===== src/rtl/ex_muldiv_unit.sv =====
// Iterative radix-2 HI/LO multiply/divide unit for the EX stage, owning the HI/LO registers.
// Define MULDIV_DIV_EN to build the divide datapath; without it DIV/DIVU complete in one cycle as no-ops.
module ex_muldiv_unit #(
  parameter int WIDTH = 32
) (
  input  logic             CLK,
  input  logic             RESET,
  input  logic             I_MD_start,
  input  logic [1:0]       I_MD_op,
  input  logic [WIDTH-1:0] I_MD_rs_data,
  input  logic [WIDTH-1:0] I_MD_rt_data,
  input  logic             I_MD_mthi,
  input  logic             I_MD_mtlo,
  input  logic             I_MD_hilo_rd,
  output logic [WIDTH-1:0] O_MD_HI,
  output logic [WIDTH-1:0] O_MD_LO,
  output logic             O_MD_busy,
  output logic             O_MD_stall,
  output logic             O_MD_done
);
  localparam int CW = $clog2(WIDTH);

  typedef enum logic [1:0] {IDLE, RUN, FIX} state_t;

  state_t           state;
  logic [CW-1:0]    count;
  logic [WIDTH-1:0] hi, lo;
  logic [WIDTH-1:0] acc_hi, acc_lo, opnd;
  logic             op_div, neg_res, done;

  // Operand magnitudes; op[0]=0 selects the signed variants.
  logic             signed_op, a_neg, b_neg;
  logic [WIDTH-1:0] a_mag, b_mag;
  assign signed_op = ~I_MD_op[0];
  assign a_neg     = signed_op & I_MD_rs_data[WIDTH-1];
  assign b_neg     = signed_op & I_MD_rt_data[WIDTH-1];
  assign a_mag     = a_neg ? -I_MD_rs_data : I_MD_rs_data;
  assign b_mag     = b_neg ? -I_MD_rt_data : I_MD_rt_data;

  // Multiply: {acc_hi,acc_lo} holds partial product over the remaining multiplier bits.
  logic [WIDTH:0]     mul_sum;
  logic [2*WIDTH-1:0] prod, prod_fix;
  assign mul_sum  = {1'b0, acc_hi} + (acc_lo[0] ? {1'b0, opnd} : '0);
  assign prod     = {acc_hi, acc_lo};
  assign prod_fix = neg_res ? -prod : prod;

`ifdef MULDIV_DIV_EN
  // Restoring divide: acc_hi is the partial remainder, acc_lo shifts dividend out / quotient in.
  logic             neg_a, div_zero, div_ok;
  logic [WIDTH:0]   div_rem, div_diff;
  logic [WIDTH-1:0] quo_fix, rem_fix;
  assign div_rem  = {acc_hi, acc_lo[WIDTH-1]};
  assign div_diff = div_rem - {1'b0, opnd};
  assign div_ok   = ~div_diff[WIDTH];
  // Divide by zero: remainder naturally ends as |dividend|, so the sign fixup restores it.
  assign quo_fix  = div_zero ? '1 : (neg_res ? -acc_lo : acc_lo);
  assign rem_fix  = neg_a ? -acc_hi : acc_hi;

  always_ff @(posedge CLK or negedge RESET) begin
    if (!RESET) begin
      neg_a    <= 1'b0;
      div_zero <= 1'b0;
    end else if (state == IDLE && I_MD_start) begin
      neg_a    <= a_neg;
      div_zero <= (I_MD_rt_data == '0);
    end
  end
`endif

  always_ff @(posedge CLK or negedge RESET) begin
    if (!RESET) begin
      state   <= IDLE;
      count   <= '0;
      hi      <= '0;
      lo      <= '0;
      acc_hi  <= '0;
      acc_lo  <= '0;
      opnd    <= '0;
      op_div  <= 1'b0;
      neg_res <= 1'b0;
      done    <= 1'b0;
    end else begin
      done <= 1'b0;
      case (state)
        IDLE: begin
          if (I_MD_start) begin
            op_div  <= I_MD_op[1];
            neg_res <= a_neg ^ b_neg;
            count   <= '0;
            acc_hi  <= '0;
            if (I_MD_op[1]) begin
`ifdef MULDIV_DIV_EN
              acc_lo <= a_mag;
              opnd   <= b_mag;
              state  <= RUN;
`else
              state  <= FIX;
`endif
            end else begin
              acc_lo <= b_mag;
              opnd   <= a_mag;
              state  <= RUN;
            end
          end else begin
            if (I_MD_mthi) hi <= I_MD_rs_data;
            if (I_MD_mtlo) lo <= I_MD_rs_data;
          end
        end
        RUN: begin
          count <= count + 1'b1;
          if (count == CW'(WIDTH-1)) state <= FIX;
`ifdef MULDIV_DIV_EN
          if (op_div) begin
            acc_hi <= div_ok ? div_diff[WIDTH-1:0] : div_rem[WIDTH-1:0];
            acc_lo <= {acc_lo[WIDTH-2:0], div_ok};
          end else
`endif
          begin
            {acc_hi, acc_lo} <= {mul_sum, acc_lo[WIDTH-1:1]};
          end
        end
        FIX: begin
          state <= IDLE;
          done  <= 1'b1;
          if (!op_div) {hi, lo} <= prod_fix;
`ifdef MULDIV_DIV_EN
          else begin
            hi <= rem_fix;
            lo <= quo_fix;
          end
`endif
        end
        default: state <= IDLE;
      endcase
    end
  end

  assign O_MD_HI    = hi;
  assign O_MD_LO    = lo;
  assign O_MD_busy  = (state != IDLE);
  assign O_MD_done  = done;
  assign O_MD_stall = O_MD_busy & (I_MD_start | I_MD_mthi | I_MD_mtlo | I_MD_hilo_rd);
endmodule

===== config.mk =====
export PLATFORM = sky130hd
export DESIGN_NAME = ex_muldiv_unit
export DESIGN_NICKNAME = d
export VERILOG_FILES = /design/src/rtl/ex_muldiv_unit.sv
export SDC_FILE = /design/constraint.sdc
export NUM_CORES = 1
export LEC_CHECK = 0
export BUFFER_PORTS_ARGS = -buffer_cell sky130_fd_sc_hd__buf_2
export CAP_MARGIN = 5
export CORE_MARGIN = 1.5
export CORE_UTILIZATION = 40
export DETAILED_ROUTE_END_ITERATION = 12
export GPL_TIMING_DRIVEN = 1
export MAX_ROUTING_LAYER = met4
export PLACE_DENSITY = 0.68
export SLEW_MARGIN = 10
export SYNTH_ARGS = -nofsm -noshare
export SYNTH_HDL_FRONTEND = slang
export SYNTH_SLANG_ARGS = --single-unit
export TNS_END_PERCENT = 10

===== constraint.sdc =====
create_clock -name CLK -period 3.7 [get_ports CLK]
set_input_delay 0.74 -clock CLK [delete_from_list [all_inputs] [get_ports CLK]]
set_output_delay 0.74 -clock CLK [all_outputs]
set_load 0.1 [all_outputs]

# Word level (Yosys, flattened, before mapping)
# Index checks and enable logic that the tools add are counted.
dict set report classes {
  mux 24
  eq_ne 10
  addsub 5
  bitwise_logic 9
  reduce_logical 11
}
# op count
set op_table {}
lappend op_table {{32-bit 2-to-1 mux} 12}
lappend op_table {{32-bit case mux with 2 select lines} 4}
lappend op_table {{64-bit 2-to-1 mux} 1}
lappend op_table {{32-bit negator} 2}
lappend op_table {{64-bit negator} 1}
lappend op_table {{32-bit by 32-bit adder with 33-bit output} 1}
lappend op_table {{2-bit != test, second input constant} 7}
lappend op_table {{5-bit case mux with 2 select lines} 1}
lappend op_table {{4-bit AND reduction} 2}
lappend op_table {{2-bit 2-to-1 mux} 3}
lappend op_table {{2-bit AND reduction} 3}
lappend op_table {{3-bit AND reduction} 2}
lappend op_table {{2-bit nonzero test} 3}
lappend op_table {{5-bit by 1-bit adder with 5-bit output, second input constant} 1}
lappend op_table {{5-bit equality test, second input constant} 1}
lappend op_table {{5-bit 2-to-1 mux} 1}
lappend op_table {{2-bit case mux with 2 select lines} 1}
lappend op_table {{1-bit AND} 3}
lappend op_table {{1-bit OR} 3}
lappend op_table {{2-bit by 1-bit equality test with 1-bit output, second input constant} 1}
lappend op_table {{2-bit equality test, second input constant} 1}
lappend op_table {{2-bit zero test} 1}
lappend op_table {{1-bit NOT} 2}
lappend op_table {{1-bit 2-to-1 mux} 1}
lappend op_table {{1-bit XOR} 1}
dict set report totals {
  out_inout_bits 67
  in_bits 72
  wordCells 69
  regBits 170
}

# Logic depth before layout (Yosys ltp)
dict set report logic_depth {
  depth_word 6
  depth_mapped 13
  ltp_nobuf 11
}

# Worst setup path before layout
# OpenSTA, ideal clock, no wires.
dict set report synth_path {
  path_kind {flip-flop to flip-flop}
  startpoint {reg acc_lo[0]}
  endpoint {reg acc_hi[29]}
  path_stages_with_launch 14
  period_less_slack_ns 2.994
  arrival_time_ns 2.868
  n_path_buf 2
  setup_slack_ns 0.706
  setup_time_ns 0.126
  required_ns 3.574
  cell_sequence {dfrtp_1 > clkbuf_1 > clkbuf_1 > and2_1 > ha_1 > inv_1 > fa_1 > nor2b_1 > o2111ai_1 > a21oi_1 > o21ai_0 > a31oi_1 > mux2i_1 > a221o_1}
}
dict set report synth_between {
  elab_chain_cells 3
}
# item line
set synth_rtl {}
lappend synth_rtl {{from (decl)} 28} ;# logic [WIDTH-1:0] acc_hi, acc_lo, opnd;
lappend synth_rtl {{from (signal assigned)} 100} ;# acc_lo <= b_mag;
lappend synth_rtl {{from (signal assigned)} 119} ;# {acc_hi, acc_lo} <= {mul_sum, acc_lo[WIDTH-1:1]};
lappend synth_rtl {{32-bit 2-to-1 mux} 43} ;# assign mul_sum = {1'b0, acc_hi} + (acc_lo[0] ? {1'b0, opnd} : '0);
lappend synth_rtl {{32-bit by 32-bit adder with 33-bit output} 43}
lappend synth_rtl {{32-bit case mux with 2 select lines} 84} ;# case (state)
lappend synth_rtl {{to (signal assigned)} 119}
lappend synth_rtl {{to (decl)} 28}
# Every way passes these cells.
# A chain may end at the register's enable or synchronous reset.

# Worst setup path after layout
dict set report layout_path {
  startpoint {reg acc_hi[10]}
  endpoint {reg hi[29] (netlist: O_MD_HI[29])}
}
dict set report layout_between {
  elab_chain_cells 4
}
# item line
set layout_rtl {}
lappend layout_rtl {{64-bit negator} 45} ;# assign prod_fix = neg_res ? -prod : prod;
lappend layout_rtl {{64-bit 2-to-1 mux} 45}
lappend layout_rtl {{32-bit 2-to-1 mux} 125} ;# if (!op_div) {hi, lo} <= prod_fix;
lappend layout_rtl {{32-bit case mux with 2 select lines} 84}
lappend layout_rtl {{to (signal assigned)} 105} ;# if (I_MD_mthi) hi <= I_MD_rs_data;
lappend layout_rtl {{to (signal assigned)} 125}
lappend layout_rtl {{to (decl)} 27} ;# logic [WIDTH-1:0] hi, lo;
# Every way passes these cells. The select of a mux whose other input is x is not followed.

==> flow_summary.json <==
{
  "critical_path.n_buffers_inverters": 0,
  "critPathRequiredTime_ns": 4.04,
  "postLayoutCellArea_um2": 13300,
  "floorplan.core_area_um2": 28500,
  "critical_path_class": "reg2reg",
  "place_ws_ns": 0.426,
  "critPathLaunchType": "flop",
  "timing.slew.headroom": 0.373,
  "run_status": "finished, final reports clean",
  "netlist_instances": 1391,
  "cts_hold_buf": 0,
  "clk_latency_ns": 0.44,
  "drc_marker_count_from_the_first_detailed_route_iteration": 1071,
  "cts_repair_resize_count": 0,
  "power.net_switching_mw": 8.02,
  "count_of_distinct_cell_types_in_the_synthesized_netlist": 68,
  "critical_path_depth": 7,
  "share_clk_of_total_power": 0.126,
  "final.setup.worst_slack_ns": 0.613,
  "total_leakage_power_nw": 5.65,
  "antenna_found_initial": 1,
  "grt_overflow": 0,
  "layout.core_utilization": 0.465,
  "largest_net_degree_at_the_start_of_global_routing": 83,
  "cts_buf_count": 17,
  "setup_tns_final_ns": 0,
  "number_of_global_route_vias_before_repair": 10300,
  "timing.critical_path.fanout_max": 5,
  "first_pass_iters": 5,
  "r2r_start": "acc_hi[10]",
  "mappedNetlistArea_um2": 11600,
  "timing.critical_path.cells": "or4_1 -> or4_1 -> nor3_1 -> nand3_2 -> o31ai_1 -> xor2_1 -> a221oi_1",
  "topRoutingLayerUsed": "met4",
  "maxCapViolCount": 0,
  "floorplan.die.height_um": 173,
  "worst_hold_path_type": "in2async",
  "setup.reg_to_reg.worst_slack_ns": 0.61,
  "powerDensity_nw_per_um2": 1080,
  "vias": 11100,
  "setup_repair_after_global_routing_missed_its_margin": "false",
  "ys_seq_elements": 170,
  "clock_tree.htree_level_count": 4,
  "tritoncts": "built",
  "design.die.area_um2": 29900,
  "finalWirelength_mm": 36.8,
  "initial_utilization": 0.405,
  "timing.final.max_slew_violations": 0,
  "buffer_ports.inserted": 138,
  "cts_post_setup_buffers_inserted": 0,
  "seqPwrFrac": 0.267,
  "metal_1_wl_mm": 16.4,
  "cp_dominant_cell_by_count": "or4_1",
  "cts-root-buf": "clkbuf_16",
  "worstReg2RegEnd": "O_MD_HI[29]",
  "gr-usage-all-layers": 0.253,
  "worst_setup_ep_type": "flop",
  "postSynthNetCount": 1501,
  "worstSetupEndpoint": "O_MD_HI[29]",
  "final-setup-viol-count": 0,
  "met2RoutedLength_mm": 16.6,
  "synthFlopType": "dfrtp_1",
  "drive_gt1_frac": 0.152,
  "finalClockSkew_ns": 0.00909,
  "yosysSeqAreaShare": 0.368,
  "ioPinCount": 139,
  "mean_cell_area_of_the_mapped_netlist_um2": 8.31,
  "power.switching_fraction": 0.561,
  "synth-warning-count": 0,
  "dieWidth_um": 173,
  "ff2ff_path_depth": 7,
  "place.gp.congestion": 0.942,
  "fmax_mhz": 324,
  "timing.final.crit_share": 0.834,
  "finish.net_count": 1600,
  "number_of_enable_flip_flop_cells_after_synthesis": 0,
  "route.detailed.vias_per_inst": 5.86,
  "worstMarginPinSlew_ns": 0.939,
  "p_int_mw": 6.29,
  "postRouteAntennaNets": 0,
  "cts.sinks": 170,
  "met3_wl_mm": 2.84,
  "crit_arrival_ns": 3.43,
  "synth-async-reset-ratio": 1.00,
  "grt_pass1_wl_mm": 58.1,
  "critPathTopFamily": "simple AND/OR/NAND/NOR gates",
  "max-vdd-ir-drop_uv": 1420,
  "timing.final.hold_violations": 0,
  "timing.hold.ws_ns": 0.350,
  "pwr-share-comb": 0.607,
  "rows": 62,
  "cpPeakStageDelay_ns": 0.70,
  "post_detailed_route_wirelength_per_cell_um": 19.5,
  "areaGrowthSynthToFinish_pct": 14.8,
  "min_period_ns": 3.09,
  "detailed_place.area_um2": 12700,
  "startpoint": "acc_hi[10]",
  "ctsLongestPathBuffers": 2,
  "drc": 0,
  "dp_hpwl_mm": 27.5,
  "cpMaxStageDelayCell": "or4_1",
  "path_clk_slew_ns": 0.07
}
power groups by stage:
stage	combinational, mW	sequential (mW)	clock [mW]
2_1_floorplan	4.56	5.77	0
4_1_cts	8.64	3.79	1.82
5_1_grt	9.40	3.93	1.90
6_report	8.69	3.82	1.81
3_3_place_gp	8.51	3.80	0
3_5_place_dp	8.62	3.81	0
sequential cells by signal, summed over array words and instances (netlist names):
register   cells
O_MD_HI       32
op_div         1
acc_lo        32
state          2
neg_res        1
O_MD_done      1
O_MD_LO       32
count          5
acc_hi        32
opnd          32
worst min path at each step:
stage,from,endpoint,slack (ns)
2_1_floorplan,RESET,O_MD_HI[0],0.44
3_3_place_gp,O_MD_LO[3],O_MD_LO[3],0.46
3_5_place_dp,O_MD_LO[18],O_MD_LO[18],0.46
4_1_cts,RESET,acc_lo[5],0.39
5_1_grt,RESET,O_MD_LO[5],0.39
6_report,RESET,O_MD_LO[12],0.35
kinds of logic (layout without fill, tap and decap cells):
group / after synthesis / in the layout / share of synthesized area
compound gates: 441 / 441 / 0.242
xor+xnor: 136 / 136 / 0.103
fa+ha+maj: 38 / 38 / 0.0418
buf+inv: 122 / 234 / 0.0398
flops: 170 / 170 / 0.368
mux: 8 / 8 / 0.00714
other cells: 0 / 1 / 0
simple gates: 476 / 476 / 0.199
metal layers:
| layer | vias up | track usage |
|---|---|---|
| met5 | - | - |
| met4 | 0 | 0.0866 |
| met3 | 61 | 0.0394 |
| met2 | 473 | 0.380 |
| met1 | 5303 | 0.348 |
| li1 | 5221 | - |
metrics by stage:
| stage | instances | total power [mW] |
|---|---|---|
| 6_report | 1888 | 14.3 |
| 5_1_grt | 1888 | 15.2 |
| 4_1_cts | 1887 | 14.3 |
| 3_5_place_dp | 1855 | 12.4 |
| 3_3_place_gp | 1855 | 12.3 |
| 2_1_floorplan | 1391 | 10.3 |
cells in the final DEF, fill, tap and decap left out, types with 21 or more instances in the layout:
cell / Yosys / layout
inv_1: 33 / 33
xor2_1: 60 / 60
nor2_1: 136 / 135
o21ai_0: 155 / 155
buf_4: 0 / 28
o31ai_1: 43 / 43
a21oi_1: 91 / 91
ha_1: 37 / 37
a221oi_1: 24 / 24
buf_2: 1 / 137
nor3_1: 21 / 21
and2_1: 33 / 33
xnor2_1: 76 / 76
dfrtp_1: 170 / 169
nand2_1: 152 / 151
cell type report:
class                           instances  area, um2
Clock buffer                           18        439
Tap cell                              384        480
Fill cell                            2866      15300
Timing Repair Buffer                  169        967
Sequential cell                       170       4260
Inverter                               33        124
Clock inverter                         14        134
Multi-Input combinational cell       1099       6870
Antenna cell                            1       2.50
synthesized netlist by cell type (17+ instances only):
cell / n / area share
o21ai_0: 155 / 0.067
nor3_1: 21 / 0.0091
nand4_1: 17 / 0.0092
nand3_1: 20 / 0.0087
xor2_1: 60 / 0.045
nor2_1: 136 / 0.044
o31ai_1: 43 / 0.028
nor4_1: 18 / 0.0097
nand2_1: 152 / 0.049
dfrtp_1: 170 / 0.37
xnor2_1: 76 / 0.058
a21oi_1: 91 / 0.039
a221oi_1: 24 / 0.018
a21o_1: 18 / 0.012
ha_1: 37 / 0.040
a31oi_1: 18 / 0.0097
clkbuf_1: 84 / 0.027
inv_1: 33 / 0.011
and2_1: 33 / 0.018
Power figures use the tool's default switching activity.
